File: src/rtl/nibble_tx_pkg.sv
// Shared definitions for the nibble serial transmitter: FSM encoding and frame geometry.
package nibble_tx_pkg;

    localparam int FRAME_BITS = 7;
    localparam int DATA_BITS  = 4;

    typedef enum logic [2:0] {
        IDLE   = 3'd0,
        START  = 3'd1,
        DATA   = 3'd2,
        PARITY = 3'd3,
        STOP   = 3'd4
    } state_e;

endpackage : nibble_tx_pkg

File: src/rtl/nibble_tx_bittimer.sv
// Bit-period counter: counts BIT_CYCLES clocks per serial bit and flags the last one.
module nibble_tx_bittimer #(
    parameter int unsigned BIT_CYCLES = 4
) (
    input  logic clk,
    input  logic rst,
    input  logic clear,
    output logic tick,
    output logic tick_next
);

    localparam logic [7:0] LAST = 8'(BIT_CYCLES - 1);

    logic [7:0] cnt_q;
    logic [7:0] cnt_d;

    always_comb begin
        if (clear) begin
            cnt_d = '0;
        end else if (cnt_q == LAST) begin
            cnt_d = '0;
        end else begin
            cnt_d = cnt_q + 8'd1;
        end
    end

    // NOTE: state flops use non-blocking assignments so every flop samples pre-edge values.
    always_ff @(posedge clk or posedge rst) begin
        if (rst) begin
            cnt_q <= '0;
        end else begin
            cnt_q <= cnt_d;
        end
    end

    assign tick      = (cnt_q == LAST);
    // Lets the parent register an output that lines up with the final cycle of a bit.
    assign tick_next = (cnt_d == LAST);

endmodule : nibble_tx_bittimer

File: src/rtl/nibble_tx.sv
// Nibble serial transmitter: start, 4 data bits LSB-first, even parity, stop; registered outputs.
module nibble_tx
    import nibble_tx_pkg::*;
#(
    parameter int unsigned BIT_CYCLES = 4
) (
    input  logic       clk,
    input  logic       rst,
    input  logic [3:0] din,
    input  logic       load,
    output logic       sout,
    output logic       busy,
    output logic       done
);

    state_e     state_q, state_d;
    logic [3:0] shreg_q, shreg_d;
    logic [1:0] data_cnt_q, data_cnt_d;
    logic       parity_q, parity_d;
    logic       sout_q, sout_d;
    logic       busy_q, busy_d;
    logic       done_q, done_d;
    logic       tick;
    logic       tick_next;

    nibble_tx_bittimer #(
        .BIT_CYCLES(BIT_CYCLES)
    ) u_bittimer (
        .clk      (clk),
        .rst      (rst),
        .clear    (state_q == IDLE),
        .tick     (tick),
        .tick_next(tick_next)
    );

    always_comb begin
        // NOTE: every signal gets a default first so no path can infer a latch.
        state_d    = state_q;
        shreg_d    = shreg_q;
        data_cnt_d = data_cnt_q;
        parity_d   = parity_q;
        sout_d     = sout_q;

        unique case (state_q)
            IDLE: begin
                if (load) begin
                    state_d    = START;
                    shreg_d    = din;
                    parity_d   = ^din;
                    data_cnt_d = '0;
                    sout_d     = 1'b0;
                end
            end
            START: begin
                if (tick) begin
                    state_d = DATA;
                    sout_d  = shreg_q[0];
                end
            end
            DATA: begin
                if (tick) begin
                    if (data_cnt_q == 2'(DATA_BITS - 1)) begin
                        state_d = PARITY;
                        sout_d  = parity_q;
                    end else begin
                        data_cnt_d = data_cnt_q + 2'd1;
                        shreg_d    = shreg_q >> 1;
                        sout_d     = shreg_q[1];
                    end
                end
            end
            PARITY: begin
                if (tick) begin
                    state_d = STOP;
                    sout_d  = 1'b1;
                end
            end
            STOP: begin
                if (tick) begin
                    state_d = IDLE;
                end
            end
            default: begin
                state_d = IDLE;
                sout_d  = 1'b1;
            end
        endcase

        busy_d = (state_d != IDLE);
        // Registered done must coincide with the final STOP cycle, so look one cycle ahead.
        done_d = (state_d == STOP) && tick_next;
    end

    always_ff @(posedge clk or posedge rst) begin
        if (rst) begin
            state_q    <= IDLE;
            shreg_q    <= '0;
            data_cnt_q <= '0;
            parity_q   <= 1'b0;
            sout_q     <= 1'b1;
            busy_q     <= 1'b0;
            done_q     <= 1'b0;
        end else begin
            state_q    <= state_d;
            shreg_q    <= shreg_d;
            data_cnt_q <= data_cnt_d;
            parity_q   <= parity_d;
            sout_q     <= sout_d;
            busy_q     <= busy_d;
            done_q     <= done_d;
        end
    end

    assign sout = sout_q;
    assign busy = busy_q;
    assign done = done_q;

endmodule : nibble_tx

File: config.mk
export PLATFORM = sky130hd
export DESIGN_NAME = nibble_tx
export DESIGN_NICKNAME = d
export VERILOG_FILES = /design/src/rtl/nibble_tx_pkg.sv /design/src/rtl/nibble_tx_bittimer.sv /design/src/rtl/nibble_tx.sv
export SDC_FILE = /design/constraint.sdc
export NUM_CORES = 1
export LEC_CHECK = 0
export CAP_MARGIN = 20
export CORE_MARGIN = 1.5
export CORE_UTILIZATION = 45
export DETAILED_ROUTE_END_ITERATION = 12
export REMOVE_ABC_BUFFERS = 1
export SKIP_LAST_GASP = 1
export SYNTH_ARGS = -nofsm -noshare
export SYNTH_HDL_FRONTEND = slang
export SYNTH_SLANG_ARGS = --single-unit
export TNS_END_PERCENT = 100
File: constraint.sdc
create_clock -name clk -period 4 [get_ports clk]
set_clock_uncertainty 0.15 [all_clocks]
set_input_delay 0.8 -clock clk [delete_from_list [all_inputs] [get_ports clk]]
set_output_delay 0.8 -clock clk [all_outputs]
set_load 0.01 [all_outputs]
# --- Yosys cells after proc, flatten, opt, wreduce, memory -nomap -nowiden ---
# Index checks and enable logic that the tools add are counted.
totals:
  regBits: 21
  input_bits: 7
  output_inout_bits: 3
  word_cells: 55
op_classes:
  addsub: 2
  n_eq_ne: 13
  muxes: 23
  bitwise: 1
  n_reduce_logical: 8
ops:
  columns: ["operator", "count"]
  rows:
  - ["$mux 3", 6]
  - ["$eq 8x2->1 const B", 2]
  - ["$mux 8", 2]
  - ["$pmux 3 s5", 1]
  - ["$mux 4", 3]
  - ["$ne 2x2->1 const B", 5]
  - ["$add 8x1->8 const B", 1]
  - ["$pmux 4 s2", 1]
  - ["$eq 3x2->1 const B", 2]
  - ["$eq 3x3->1 const B", 2]
  - ["$mux 2", 3]
  - ["$mux 1", 5]
  - ["$pmux 1 s5", 1]
  - ["$reduce_and 5->1", 1]
  - ["$pmux 2 s2", 1]
  - ["$reduce_and 4->1", 1]
  - ["$reduce_xor 4->1", 1]
  - ["$eq 3x1->1 const B", 1]
  - ["$logic_not 3->1", 1]
  - ["$reduce_bool 3->1", 1]
  - ["$add 2x1->2 const B", 1]
  - ["$eq 2x2->1 const B", 1]
  - ["$reduce_and 2->1", 1]
  - ["$reduce_bool 2->1", 1]
  - ["other kinds (2)", 2]

# --- Depth between registers and ports, before layout ---
logic_depth:
  word_depth: 6
  ltp_mapped: 6
  ltp_nobuf: 5

# --- Modules after synthesis ---
# From an unflattened synthesis, not the netlist that was laid out.
hier_totals:
  cells_unflattened: 113
  hier_area_um2: 1186.1
modules_own_cells:
  columns: ["module", "instances", "cells_per_inst", "area_each_um2"]
  rows:
  - ["nibble_tx", 1, 69, 728.2]
  - ["nibble_tx_bittimer", 1, 44, 457.9]

# --- Worst setup path after synthesis ---
# OpenSTA, ideal clock, no wires.
synth_timing:
  path_type: "reg-to-reg"
  from: "register u_bittimer.cnt_q[0]"
  to: "register done_q (netlist: done)"
  arrival_time_ns: 1.783
  required_time_ns: 3.743
  path_slack_ns: 1.960
  stages_incl_launch_ff: 6
  period_less_slack_ns: 2.040
  cell_sequence: "dfrtp_1 ha_1 nor3b_2 a2111oi_1 o2bb2a_4 a2111oi_4"
synth_via:
  elab_chain_len: 5
synth_rtl:
  columns: ["item", "line_no", "source"]
  rows:
  - ["from (decl)", "nibble_tx_bittimer.sv:14", "logic [7:0] cnt_q;"]
  - ["from (signal assigned)", "nibble_tx_bittimer.sv:32", "cnt_q <= cnt_d;"]
  - ["$add 8x1->8 / $eq 8x2->1 (equally long branches)", "nibble_tx_bittimer.sv:23, nibble_tx_bittimer.sv:20, nibble_tx_bittimer.sv:36", null]
  - ["$mux 8 (tied with other cells)", "nibble_tx_bittimer.sv:20", "end else if (cnt_q == LAST) begin"]
  - ["$mux 8 / $pmux 3 s5 (equally long branches)", "nibble_tx_bittimer.sv:18, nibble_tx.sv:44", null]
  - ["$eq 8x2->1 / $eq 3x3->1 (equally long branches)", "nibble_tx_bittimer.sv:38, nibble_tx.sv:91", null]
  - ["$logic_and 1x1->1 *", "nibble_tx.sv:91", "done_d = (state_d == STOP) && tick_next;"]
  - ["via done_d", "nibble_tx.sv:22", "logic done_q, done_d;"]
  - ["to (signal assigned)", "nibble_tx.sv:110", "done_q <= done_d;"]
  - ["to (decl)", "nibble_tx.sv:22", null]
# The timed path passes the listed nets; every way through them passes the cells marked *.
# A chain may end at the register's enable or synchronous reset.

# --- Final worst setup path ---
layout_timing:
  from: "register sout_q (netlist: sout)"
  to: "output sout"
layout_lines:
  columns: ["item", "line_no", "source"]
  rows:
  - ["from (decl)", "nibble_tx.sv:20", "logic sout_q, sout_d;"]
  - ["from (signal assigned)", "nibble_tx.sv:108", "sout_q <= sout_d;"]
  - ["to (decl)", "nibble_tx.sv:11", "output logic sout,"]
# No word-level cell between the ends.

==> results.json <==
{
  "grt_pass1_wl_um": 3660,
  "power.density_nw_per_um2": 651,
  "ant_nets": 0,
  "die_area_sq_um": 3020,
  "cts_resized": 0,
  "die_h_um": 54.9,
  "avgSynthCellArea_sq_um": 10.3,
  "cts_setup_buffers": 0,
  "worstSetupStartpointType": "register",
  "coreArea_sq_um": 2520,
  "path_buf_inv": 1,
  "cp_max_fo": 2,
  "ys_types": 40,
  "ir_worst_vdd_uv": 372,
  "clkPwrFrac_pct": 12.1,
  "tightest_slew_ps": 805,
  "synth-simple-area-share_pct": 20.5,
  "crit_path_top_delay_cell": "dfstp_2",
  "grt_antenna_before_repair": 0,
  "switching_share_pct": 41.4,
  "max_cap_violations": 0,
  "rows": 18,
  "yosysMostFrequentCell": "dfrtp_1",
  "status": "completed",
  "final_core_util_pct": 52.4,
  "synth-compound-area-share_pct": 14.6,
  "p_comb_share_pct": 42.2,
  "drc": 0,
  "synthTopCellsByCount": "20 x dfrtp_1, 12 x nor2_1, 8 x nand3_1",
  "grt_pass1_vias": 849,
  "n_fill_cell": 253,
  "antenna_cells": 0,
  "vias_per_cell": 5.58,
  "initial_core_util_pct": 48.1,
  "wl_per_cell_um": 14.2,
  "cts.sinks": 21,
  "cts.htree.levels": 1,
  "clock_latency_ps": 310,
  "cts_root_buffer": "clkbuf_4",
  "synth_mux_area_share_pct": 7.22,
  "multi_input_area_sq_um": 618,
  "finalCritPeriodShare_pct": 58.3,
  "hp-class": "register to register",
  "yosys_warnings": 0,
  "critPathCaptureType": "output port",
  "routed_wirelength_um": 2170,
  "clk_pin_slew_ps": 120,
  "cp_top_family": "flip-flops",
  "setup_viol": 0,
  "cp_slowest_stage_delay_ps": 550,
  "routabilityCongestion": 0.796,
  "switchingPower_w": 0.000356,
  "async_flop_share_pct": 100,
  "boundaryPins": 10,
  "final_cell_count_no_fill": 153,
  "synth_ff_type": "dfrtp_1",
  "grt_use_total_pct": 17.4,
  "drive_gt1_share_pct": 11.4,
  "finalNetCount": 133,
  "min_period_ps": 2330,
  "rsz0062_at_grt": "false",
  "netlist_area_sq_um": 1210,
  "vias": 853,
  "placedCellCount": 149,
  "dieWidth_um": 54.9,
  "crit_chain": "clkdlybuf4s50_1",
  "synth_seq_cells": 21,
  "syn2layout_area_growth_pct": 8.87,
  "cts_hold_buf": 0,
  "ff_latch_area_sq_um": 527,
  "synthTopCellsByArea": "dfrtp_1 41%, nor2_1 3.7%, xnor2_1 3.6%",
  "synth_xor_area_share_pct": 6.49,
  "synth_top_area_share_pct": 41.2,
  "pwr-share-seq_pct": 45.7,
  "whs_ps": 352,
  "portBuffers": 9,
  "setup_tns_ps": 0,
  "clk_path_buf_depth": 2,
  "synth_adder_area_share_pct": 2.06,
  "hpwlAfterDp_um": 1610,
  "overflow": 0,
  "fmax_mhz": 429,
  "drt_first_pass_iters": 2,
  "p_int_w": 0.000504,
  "maxSlewViolCount": 0,
  "yosysSeqAreaShare_pct": 43.4,
  "synth_cells": 118,
  "required_ps": 3050,
  "leakagePower_nw": 0.524,
  "synth_edf_count": 0,
  "cts_tree": "done",
  "critPathKind": "register to output port",
  "yosys.area.top_type": "dfrtp_1",
  "synth_top_family_by_area": "simple AND/OR/NAND/NOR gates",
  "crit_arrival_ps": 1380,
  "grt_start_max_net_pins": 22,
  "relSlewSlack_pct": 46.3,
  "cts_buffers": 3,
  "hold_violations": 0,
  "first_iter_violations": 8
}
cell usage in the layout (no fill, tap or decap), drive strengths merged, types with 5 or more instances in the layout:
cell type	netlist	layout
xnor2	5	5
o21ai	6	6
inv	6	6
clkdlybuf4s50	0	9
nor2	12	12
dfrtp	20	20
mux2	6	6
nand3	9	9
nand2	5	5
path summary, 6_finish.rpt:
kind,start,end,slack (ps),cells past startpoint
min,shreg_q[0],shreg_q[0],350,1
max reg2reg,u_bittimer.cnt_q[0],shreg_q[2],1720,5
max in group asynchronous,rst,u_bittimer.cnt_q[1],2420,2
min in group asynchronous,rst,u_bittimer.cnt_q[5],790,2
max,sout,sout,1670,1
min reg2reg,shreg_q[0],shreg_q[0],350,1
cells by family (layout without fill, tap and decap cells):
logic type,after synthesis,in the layout
XOR/XNOR,9,9
adder cells (fa/ha/maj),2,2
AO/OA/AOI/OAI,21,21
AND/OR/NAND/NOR,43,43
buffers and inverters,14,19
multiplexers,8,8
flip-flops,21,21
through the flow:
step           total power [W]  setup slack (ps)  instance area, sq um
6_report              0.000860              1670                  1320
5_1_grt               0.000934              1550                  1320
4_1_cts               0.000868              1660                  1320
3_5_place_dp          0.000764              1360                  1290
3_3_place_gp          0.000755              1410                  1290
2_1_floorplan         0.000661              1960                  1170
area by class of cell:
| type | instances | area share, % |
|---|---|---|
| multi-input cells | 83 | 46.8 |
| flip-flops and latches | 21 | 39.9 |
| repair buffers | 9 | 6.82 |
| well taps | 30 | 2.84 |
| clock buffers | 4 | 1.99 |
| inverters | 6 | 1.70 |
sequential cells by signal, summed over array words and instances, names as in the netlist:
name and count:
u_bittimer.cnt_q 8, shreg_q 4, state_q 3, data_cnt_q 2
busy 1, done 1, parity_q 1, sout 1
metal layers:
metal  routed length [um]  vias to the layer above  global-route usage (%)
li1                     -                      431                       -
met1                 1070                      409                    20.9
met2                 1020                        8                    31.0
met3                   46                        5                    2.42
met4                   35                        0                    7.32
met5                    0                        -                       0
power by group through the flow:
stage | clock network, W | logic (W) | registers, W
floorplan | 0 | 0.000284 | 0.000376
global placement | 0 | 0.000361 | 0.000395
detailed placement | 0 | 0.000368 | 0.000396
CTS | 0.000107 | 0.000369 | 0.000392
global route | 0.000113 | 0.000414 | 0.000407
finish | 0.000104 | 0.000363 | 0.000393
No activity file was read; power rests on OpenSTA's default activity.
